[src/rtl/ovi_issue_ctrl.sv]
// Vector-instruction issue controller: allocates scoreboard ids, meters VPU issue
// credits, keeps an in-order dispatch FIFO for commit/flush, and routes completions.
module ovi_issue_ctrl #(
    parameter int ISSUE_CREDITS = 4,
    parameter int MAX_OUT       = 8
) (
    input  logic        clk,
    input  logic        rst,
    input  logic        core_valid,
    input  logic [31:0] core_instr,
    input  logic [13:0] core_vl,
    input  logic [2:0]  core_sew,
    input  logic [63:0] core_scalar,
    output logic        core_ready,
    input  logic        core_commit,
    input  logic        core_flush,
    output logic        vpu_issue_valid,
    output logic [31:0] vpu_issue_instr,
    output logic [63:0] vpu_issue_scalar_opnd,
    output logic [4:0]  vpu_issue_sb_id,
    output logic [2:0]  vpu_issue_vsew,
    output logic [13:0] vpu_issue_vl,
    input  logic        vpu_issue_credit,
    output logic [4:0]  disp_sb_id,
    output logic        disp_next_senior,
    output logic        disp_kill,
    input  logic        cmp_valid,
    input  logic [4:0]  cmp_sb_id,
    input  logic [63:0] cmp_dest_reg,
    input  logic        cmp_illegal,
    output logic        core_cmp_valid,
    output logic [63:0] core_cmp_data,
    output logic        core_cmp_illegal,
    output logic        busy,
    output logic        protocol_err
);
    localparam int PW = (MAX_OUT > 1) ? $clog2(MAX_OUT) : 1;
    localparam int CW = $clog2(MAX_OUT + 1);

    typedef enum logic {RUN, FLUSH} state_t;

    typedef struct packed {
        logic [31:0] instr;
        logic [63:0] scalar;
        logic [4:0]  sb_id;
        logic [2:0]  vsew;
        logic [13:0] vl;
    } issue_t;

    state_t             state_q, state_d;
    logic [3:0]         credits;
    logic [MAX_OUT-1:0] alloc_q;
    logic [MAX_OUT-1:0] in_fifo_q;
    logic [4:0]         fifo_mem [MAX_OUT];
    logic [PW-1:0]      wr_ptr, rd_ptr;
    logic [CW-1:0]      count;
    issue_t             iss_q;

    logic               has_free, accept, fifo_empty, fifo_full;
    logic [4:0]         alloc_id, head;
    logic [MAX_OUT-1:0] alloc_mask, head_mask, cmp_mask;
    logic               cmp_hit, cmp_err, commit_en, pop_commit, commit_err;
    logic               pop_flush, pop, credit_err;

    function automatic logic [PW-1:0] ptr_inc(input logic [PW-1:0] p);
        return (p == PW'(MAX_OUT - 1)) ? '0 : p + PW'(1);
    endfunction

    // Lowest-indexed free id from the bitmap as registered (frees land next cycle).
    always_comb begin
        has_free = 1'b0;
        alloc_id = '0;
        for (int i = MAX_OUT - 1; i >= 0; i--) begin
            if (!alloc_q[i]) begin
                has_free = 1'b1;
                alloc_id = 5'(i);
            end
        end
    end

    assign fifo_empty = (count == '0);
    assign fifo_full  = (count == CW'(MAX_OUT));
    assign core_ready = !rst && (credits != 4'd0) && has_free && !fifo_full &&
                        (state_q == RUN) && !core_flush;
    assign accept     = core_valid && core_ready;
    assign head       = fifo_mem[rd_ptr];

    // Out-of-range ids shift past the top bit, giving an empty mask.
    assign alloc_mask = MAX_OUT'(1) << alloc_id;
    assign head_mask  = MAX_OUT'(1) << head;
    assign cmp_mask   = MAX_OUT'(1) << cmp_sb_id;

    assign cmp_hit    = cmp_valid && |(cmp_mask & alloc_q & ~in_fifo_q);
    assign cmp_err    = cmp_valid && !cmp_hit;
    assign commit_en  = (state_q == RUN) && core_commit && !core_flush;
    assign pop_commit = commit_en && !fifo_empty;
    assign commit_err = commit_en && fifo_empty;
    assign pop_flush  = (state_q == FLUSH) && !fifo_empty;
    assign pop        = pop_commit || pop_flush;
    assign credit_err = vpu_issue_credit && !accept && (credits == 4'(ISSUE_CREDITS));
    assign busy       = |alloc_q;

    always_comb begin
        state_d = state_q;
        case (state_q)
            RUN:     if (core_flush) state_d = FLUSH;
            FLUSH:   if (count <= CW'(1)) state_d = RUN;
            default: state_d = RUN;
        endcase
    end

    always_ff @(posedge clk) begin
        if (accept) fifo_mem[wr_ptr] <= alloc_id;
    end

    always_ff @(posedge clk) begin
        if (rst) begin
            state_q          <= RUN;
            credits          <= 4'(ISSUE_CREDITS);
            alloc_q          <= '0;
            in_fifo_q        <= '0;
            wr_ptr           <= '0;
            rd_ptr           <= '0;
            count            <= '0;
            iss_q            <= '0;
            vpu_issue_valid  <= 1'b0;
            disp_sb_id       <= '0;
            disp_next_senior <= 1'b0;
            disp_kill        <= 1'b0;
            core_cmp_valid   <= 1'b0;
            core_cmp_data    <= '0;
            core_cmp_illegal <= 1'b0;
            protocol_err     <= 1'b0;
        end else begin
            state_q <= state_d;
            case ({accept, vpu_issue_credit})
                2'b10:   credits <= credits - 4'd1;
                2'b01:   if (!credit_err) credits <= credits + 4'd1;
                default: ;
            endcase

            alloc_q   <= (alloc_q | (accept ? alloc_mask : '0))
                         & ~(cmp_hit ? cmp_mask : '0)
                         & ~(pop_flush ? head_mask : '0);
            in_fifo_q <= (in_fifo_q | (accept ? alloc_mask : '0))
                         & ~(pop ? head_mask : '0);
            if (accept) wr_ptr <= ptr_inc(wr_ptr);
            if (pop)    rd_ptr <= ptr_inc(rd_ptr);
            count <= count + CW'(accept) - CW'(pop);

            vpu_issue_valid <= accept;
            iss_q           <= accept ? '{core_instr, core_scalar, alloc_id, core_sew, core_vl}
                                      : '0;

            disp_next_senior <= pop_commit;
            disp_kill        <= pop_flush;
            disp_sb_id       <= pop ? head : '0;

            core_cmp_valid   <= cmp_hit;
            core_cmp_data    <= cmp_hit ? cmp_dest_reg : '0;
            core_cmp_illegal <= cmp_hit && cmp_illegal;

            protocol_err <= protocol_err || cmp_err || commit_err || credit_err;
        end
    end

    assign vpu_issue_instr       = iss_q.instr;
    assign vpu_issue_scalar_opnd = iss_q.scalar;
    assign vpu_issue_sb_id       = iss_q.sb_id;
    assign vpu_issue_vsew        = iss_q.vsew;
    assign vpu_issue_vl          = iss_q.vl;
endmodule

[config.mk]
export PLATFORM = sky130hd
export DESIGN_NAME = ovi_issue_ctrl
export DESIGN_NICKNAME = d
export VERILOG_FILES = /design/src/rtl/ovi_issue_ctrl.sv
export SDC_FILE = /design/constraint.sdc
export NUM_CORES = 1
export LEC_CHECK = 0
export BUFFER_PORTS_ARGS = -buffer_cell sky130_fd_sc_hd__buf_2
export CAP_MARGIN = 10
export CORE_AREA = 2 2 150 152
export CTS_CLUSTER_DIAMETER = 100
export DETAILED_ROUTE_END_ITERATION = 8
export DIE_AREA = 0 0 152 154
export GPL_ROUTABILITY_DRIVEN = 0
export PLACE_DENSITY_LB_ADDON = 0.05
export SYNTH_ARGS = -nofsm -noshare
export SYNTH_HDL_FRONTEND = slang
export SYNTH_SLANG_ARGS = --single-unit
[constraint.sdc]
create_clock -name clk -period 4.1 [get_ports clk]
set_clock_uncertainty 0.2 [all_clocks]
set_input_delay 0.82 -clock clk [delete_from_list [all_inputs] [get_ports clk]]
set_output_delay 0.82 -clock clk [all_outputs]
set_load 0.02 [all_outputs]
==> results of run 1 <==
[critical path: cells and delay by family, from the launching register on]
kind            cells  cell delay (ns)
fa+ha+maj           2             0.43
compound gates      6             0.99
simple gates        1             0.52
flops               1             0.30
buf+inv             2             0.26
mux                 1             0.33
[layout make-up]
cell class	count	area (µm²)
timing repair buffer	385	1939
clock buffer	38	787.0
multi-input combinational	386	2696
clock inverter	10	131.4
tap	280	350.3
sequential	247	5185
antenna	3	7.507
fill	2023	10520
inverter	18	67.56
[state kept, by name, indices dropped and copies added (netlist names), 8 cells and up, named ones only]
signal and count:
alloc_q 8, core_cmp_data 64, fifo_mem 24, in_fifo_q 8, vpu_issue_instr 32, vpu_issue_scalar_opnd 64, vpu_issue_vl 14
[through the flow]
| stage | total power, mW | area (µm²) | setup WS, ns | hold slack, ns | util, % |
|---|---|---|---|---|---|
| CTS | 5.995 | 11160 | 0.8996 | 0.2710 | 51.44 |
| floorplan | 3.217 | 8149 | 0.9194 | 0.2425 | - |
| finish | 5.926 | 11160 | 0.9698 | 0.2664 | 51.48 |
| global route | 6.182 | 11160 | 0.7323 | 0.2842 | 51.47 |
| global placement | 3.507 | 10240 | 0.7745 | 0.2631 | 47.21 |
| detailed placement | 3.502 | 10240 | 0.7493 | 0.2620 | 47.21 |
[power breakdown]
| part | switching, mW | internal, mW | leakage (nW) | total, mW |
|---|---|---|---|---|
| clock | 0.963 | 1.52 | 0.454 | 2.48 |
| combinational | 0.486 | 0.336 | 3.26 | 0.821 |
| sequential | 0.0729 | 2.55 | 2.04 | 2.62 |
| total | 1.52 | 4.40 | 5.75 | 5.93 |
[per-layer routing]
| metal | vias up | share of wire [%] | wire length [µm] |
|---|---|---|---|
| met5 | - | 0 | 0 |
| met4 | 0 | 2.5 | 612 |
| met3 | 36 | 7.9 | 1909 |
| met2 | 275 | 51 | 12310 |
| met1 | 2922 | 39 | 9481 |
| li1 | 3154 | - | - |
[synth_stat cells, types with 2 or more instances]
| master | number |
|---|---|
| nor4b_1 | 3 |
| mux2i_4 | 3 |
| and2_1 | 68 |
| a211oi_1 | 7 |
| xnor2_1 | 3 |
| clkbuf_2 | 5 |
| dfxtp_1 | 223 |
| nor2_1 | 23 |
| and3b_1 | 5 |
| nand2b_1 | 6 |
| o21ai_0 | 9 |
| and4_1 | 2 |
| o221ai_1 | 4 |
| nor2b_1 | 7 |
| edfxtp_1 | 24 |
| nor4_1 | 7 |
| mux4_2 | 3 |
| a211o_1 | 2 |
| inv_1 | 17 |
| ha_1 | 12 |
| a31oi_1 | 7 |
| nor3b_1 | 10 |
| mux4_1 | 3 |
| or3_1 | 2 |
| fa_1 | 2 |
| nor3_2 | 2 |
| nor2_2 | 2 |
| buf_1 | 3 |
| nand2_1 | 17 |
| nand3b_1 | 2 |
| a41oi_1 | 2 |
| and3_1 | 113 |
| clkbuf_1 | 29 |
| buf_2 | 4 |
| buf_4 | 5 |
| a21o_1 | 3 |
| a21oi_1 | 17 |
| nor3_1 | 13 |
[cells in the final DEF, fill, tap and decap left out, types with 9 or more instances in the layout]
| master | count |
|---|---|
| a21oi_1 | 17 |
| and2_1 | 68 |
| and3_1 | 113 |
| buf_2 | 380 |
| clkbuf_16 | 27 |
| dfxtp_1 | 223 |
| edfxtp_1 | 24 |
| ha_1 | 12 |
| inv_1 | 17 |
| nand2_1 | 17 |
| nor2_1 | 23 |
| nor3_1 | 13 |
| nor3b_1 | 10 |
| o21ai_0 | 9 |
[final timing paths]
path,startpoint,endpoint,slack [ns],cells past startpoint
worst min-delay path,in_fifo_q[7],in_fifo_q[7],0.27,2
worst max register to register,count[2],credits[3],0.97,12
worst max-delay path,count[2],credits[3],0.97,12
worst min register to register,in_fifo_q[7],in_fifo_q[7],0.27,2
[cell families (layout without fill, tap and decap cells)]
group	count (synthesis)	count (layout)	synth area share (%)
xor+xnor	3	3	0.3229
buf+inv	65	451	3.459
compound gates	65	65	5.720
flops	247	247	63.71
fa+ha+maj	14	14	2.337
simple gates	288	288	21.37
mux	12	12	3.029
other cells	1	7	0.04608
==> results.tsv, run 1 <==
stage	metric	value	unit
timing	Final Max Tran Viols	0	
floorplan	DIE WIDTH	152	µm
critical_path	CP Data Arrival Time	3.34	ns
timing	setup TNS	0	ns
global_route	antenna violations before repair	3	
critical_path	CP Max Fanout	4	
global_route	first-pass GRT wire length	36790	µm
global_route	largest net degree at the start of global routing	118	
clocking	CTS clock-pin slew for the worst setup and hold paths	0.06	ns
clocking	CTS max path bufs	3	
run_status	outcome	finished clean	
routing	antenna-violating nets left	0	
routing	routed length per placed instance	17.79	µm
final_layout	Final Non-Filler Cells	1367	
power	P_leak	5.754	nW
clocking	htree depth	1	
final_layout	Layout Nets	1269	
floorplan	I/O Pins	385	
routing	Routed WL	24320	µm
synthesis	register bit total from synthesis	247	
synthesis	Synth Warn #	0	
critical_path	crit path max-delay cell type	nor3b_1	
global_route	total gr overflow	0	
clocking	# clock sinks	247	
synthesis	ys flop type	dfxtp_1	
global_route	grt met1 use	23.35	%
clocking	post-CTS sizing	0	
timing	Slew headroom	35.45	%
run	max_cap viols	0	
final_layout	area grow syn2layout	37.19	%
floorplan	Die Area	0.02341	mm²
clocking	Root Driver	clkbuf_16	
floorplan	num rows	54	
clocking	Worst-Skew Late Latency	0.53	ns
power	maximum VDD drop	0.0003310	V
final_layout	share of cells above drive strength 1	41.42	%
synthesis	Avg Inst Size Synth	11.71	µm²
timing	final hold violation count	0	
clocking	Hold Buf Count CTS	0	
synthesis	area leader, netlist	dfxtp_1	
global_route	gr busiest metal	met2	
timing	Slew @ Worst Pin	0.9682	ns
critical_path	Worst setup SP type	register	
synthesis	Post-Synthesis Cells	695	
synthesis	unique cell type count in the Yosys netlist	64	
synthesis	Seq/Total Area, Yosys	63.71	%
global_route	vias in the first global route	6339	
timing	Final Cycle Share	76.35	%
critical_path	Setup CP Type	reg -> reg	
synthesis	post-synthesis cell area	0.008138	mm²
routing	DR vias/cell	4.672	
min_path	Min-Delay Path Class	reg -> reg	
global_route	routing usage on met3	5.750	%
global_route	GR Util All Layers	19.87	%
placed_design	dpl cells	1316	
floorplan	core area	0.02169	mm²
critical_path	crit-path cells	inv_1, ha_1, nor3b_1, a211oi_4, a21oi_1, inv_1, ha_1, a21o_1, a21oi_1, a211oi_1, a31oi_1, mux2_1	
placed_design	PortBufs	380	
routing	drc violations	0	
clocking	Post-CTS Setup Repair Bufs	0	
synthesis	post-synth top area share	54.86	%
synthesis	Post-synth EDFFs	24	
floorplan	Initial Utilization	37.52	%
clocking	clock buffer count from CTS	27	
timing	f_max	319.5	MHz
routing	DRT Pass-1 Iters	5	
global_route	GR Util met2	35.52	%
routing	Via Count	6387	
timing	RSZ-0062 raised after global routing	no	
routing	DRT iter0 DRCs	269	
timing	shortest period the worst path allows	3.130	ns
placed_design	DP HPWL	17860	µm
power	power per cell area	530.8	mW/mm²
floorplan	Die H	154	µm
clocking	CTS tree	yes	
synthesis	Area contributors post-synth	dfxtp_1 (55%), edfxtp_1 (8.9%), and3_1 (8.7%)	
critical_path	CP Data Required Time	4.31	ns
synthesis	ys async rst share	0	%
critical_path	nature of the critical path endpoint	register	
timing	Final Setup Violations	0	
critical_path	CP peak stage delay	0.52	ns
No activity file was read; power rests on OpenSTA's default activity.
==> inputs of run 2 (changes only) <==
clock period = 3.14 ns   (was 4.1 ns; I/O delays follow)
==> run 2 against run 1 <==
Compared with the run above:
- sequential power increased by 31%
- first-iteration DRC count grew 38%
- global-route usage fell by 0.37 points
- die area did not move
- design area increased by 0.97%
- register-to-register slack worse by 0.72 ns
- total power up 29%
- clock power is 25% higher
- utilization rose by 0.50 points
- highest routed layer unchanged
==> results.tsv, run 2 (same netlist as run 1, synthesis figures left out) <==
stage	metric	value	unit
min_path	hold path start	cmp_dest_reg[25]	
clocking	clock buffer count from CTS	27	
power	power per cell area	677.5	mW/mm²
clocking	# clock sinks	247	
clocking	CTS tree	yes	
timing	setup ws final	0.2104	ns
placed_design	dpl cells	1332	
floorplan	Initial Utilization	37.52	%
timing	Final Max Tran Viols	0	
floorplan	num rows	54	
critical_path	Setup CP Type	reg -> out	
final_layout	Layout Nets	1285	
timing	Slew @ Worst Pin	0.9068	ns
routing	antenna-violating nets left	0	
global_route	GR Util All Layers	19.51	%
routing	Routed WL	24040	µm
timing	Slew headroom	39.55	%
floorplan	Die H	154	µm
final_layout	fill cell count	2001	
power	P_leak	5.830	nW
clocking	Post-CTS Setup Repair Bufs	0	
critical_path	R2R setup slack	0.25	ns
critical_path	crit-path cells	inv_1, ha_1, nor3b_2, buf_4, a211o_1, buf_4, nor2_1, buf_2	
clocking	CTS max path bufs	3	
floorplan	I/O Pins	385	
timing	Min Hold Slack	0.1159	ns
min_path	hold endpoint	core_cmp_data[25]	
placed_design	dpl ws	0.1365	ns
critical_path	Worst setup SP type	register	
timing	f_max	341.3	MHz
run_status	outcome	finished clean	
min_path	hold path cells	2	
global_route	largest net degree at the start of global routing	114	
timing	shortest period the worst path allows	2.930	ns
global_route	total gr overflow	0	
routing	routed length per placed instance	17.35	µm
clocking	htree depth	1	
critical_path	most frequent CP cell	buf_4	
global_route	first-pass GRT wire length	36020	µm
final_layout	FF/Latch Area	0.005185	mm²
run	max_cap viols	0	
critical_path	CP peak stage delay	0.30	ns
min_path	Min-Delay Path Class	in -> reg	
global_route	vias in the first global route	6219	
final_layout	highest-count cells in the layout ignoring fill and taps	buf_2 (380), dfxtp_1 (223), and3_1 (113)	
clocking	CTS clock-pin slew for the worst setup and hold paths	0.06	ns
clocking	Worst-Skew Late Latency	0.51	ns
timing	RSZ-0062 raised after global routing	no	
final_layout	share of cells above drive strength 1	42.14	%
final_layout	multi-input combinational cell area	0.002701	mm²
critical_path	RR Endpoint	count[2]	
timing	Final Setup Violations	0	
final_layout	area grow syn2layout	38.53	%
floorplan	core area	0.02169	mm²
floorplan	DIE WIDTH	152	µm
floorplan	Die Area	0.02341	mm²
critical_path	CP Data Required Time	2.31	ns
placed_design	DP HPWL	17760	µm
clocking	Hold Buf Count CTS	0	
critical_path	CP Max Fanout	3	
critical_path	reg2reg start	count[2]	
critical_path	FF-to-FF path depth	11	
routing	drc violations	0	
final_layout	most common cell after layout, fill and taps aside	buf_2	
global_route	antenna violations before repair	4	
timing	Final Cycle Share	93.30	%
timing	setup TNS	0	ns
power	maximum VDD drop	0.0005224	V
critical_path	CP Data Arrival Time	2.10	ns
routing	DRT iter0 DRCs	370	
final_layout	Final Non-Filler Cells	1385	
placed_design	PortBufs	380	
critical_path	nature of the critical path endpoint	primary output	
clocking	Root Driver	clkbuf_16	
routing	Via Count	6455	
routing	DR vias/cell	4.661	
timing	final hold violation count	0	
critical_path	crit path max-delay cell type	dfxtp_1	
routing	DRT Pass-1 Iters	5	
run 2: critical path, delay by kind of cell (launching register included):
family / cells / cell delay (ns)
buffers and inverters: 4 / 0.55
DFF: 1 / 0.30
AOI/OAI and AO/OA: 1 / 0.29
and+or+nand+nor: 2 / 0.27
adders and majority gates: 1 / 0.19
run 2: repair_timing:
item                                    CTS  global route
gates resized for setup                   0             2
endpoints found under the setup margin    0             4
endpoints found under the hold margin     0             0
run 2: per-stage QoR:
| step | power (mW) | utilization (%) | cell area (µm²) |
|---|---|---|---|
| 2_1_floorplan | 4.200 | - | 8149 |
| 3_3_place_gp | 4.594 | 47.82 | 10370 |
| 3_5_place_dp | 4.594 | 47.82 | 10370 |
| 4_1_cts | 7.741 | 51.91 | 11260 |
| 5_1_grt | 8.018 | 51.97 | 11270 |
| 6_report | 7.638 | 51.98 | 11270 |
run 2: how the worst max path moves through the flow:
stage                          start          to  slack, ns  cells past startpoint
after floorplan           core_flush    count[2]       0.15                     11
after global placement    core_flush    count[2]       0.16                     11
after detailed placement  core_flush  credits[3]       0.14                     11
after CTS                   count[2]  core_ready       0.11                      8
after global routing        count[2]    count[2]       0.05                     11
final                       count[2]  core_ready       0.21                      8
run 2: power by group:
part | switching [mW] | internal, mW
combinational | 0.637 | 0.469
sequential | 0.0935 | 3.33
clock | 1.22 | 1.89
total | 1.95 | 5.69
run 2: area by class of cell:
cell class              instances  area share, %
inverters                      18         0.5993
well taps                     280          3.108
multi-input cells             386          23.96
repair buffers                401          18.38
clock buffers                  40          6.970
diodes                          4        0.08879
clock inverters                 9         0.8990
flip-flops and latches        247          45.99
run 2: per-layer routing:
layer | global-route usage [%] | share of wire [%] | vias up
li1 | - | - | 3184
met1 | 22.86 | 39 | 2944
met2 | 33.81 | 50 | 289
met3 | 6.144 | 8.4 | 38
met4 | 6.809 | 2.7 | 0
met5 | 0 | 0 | -
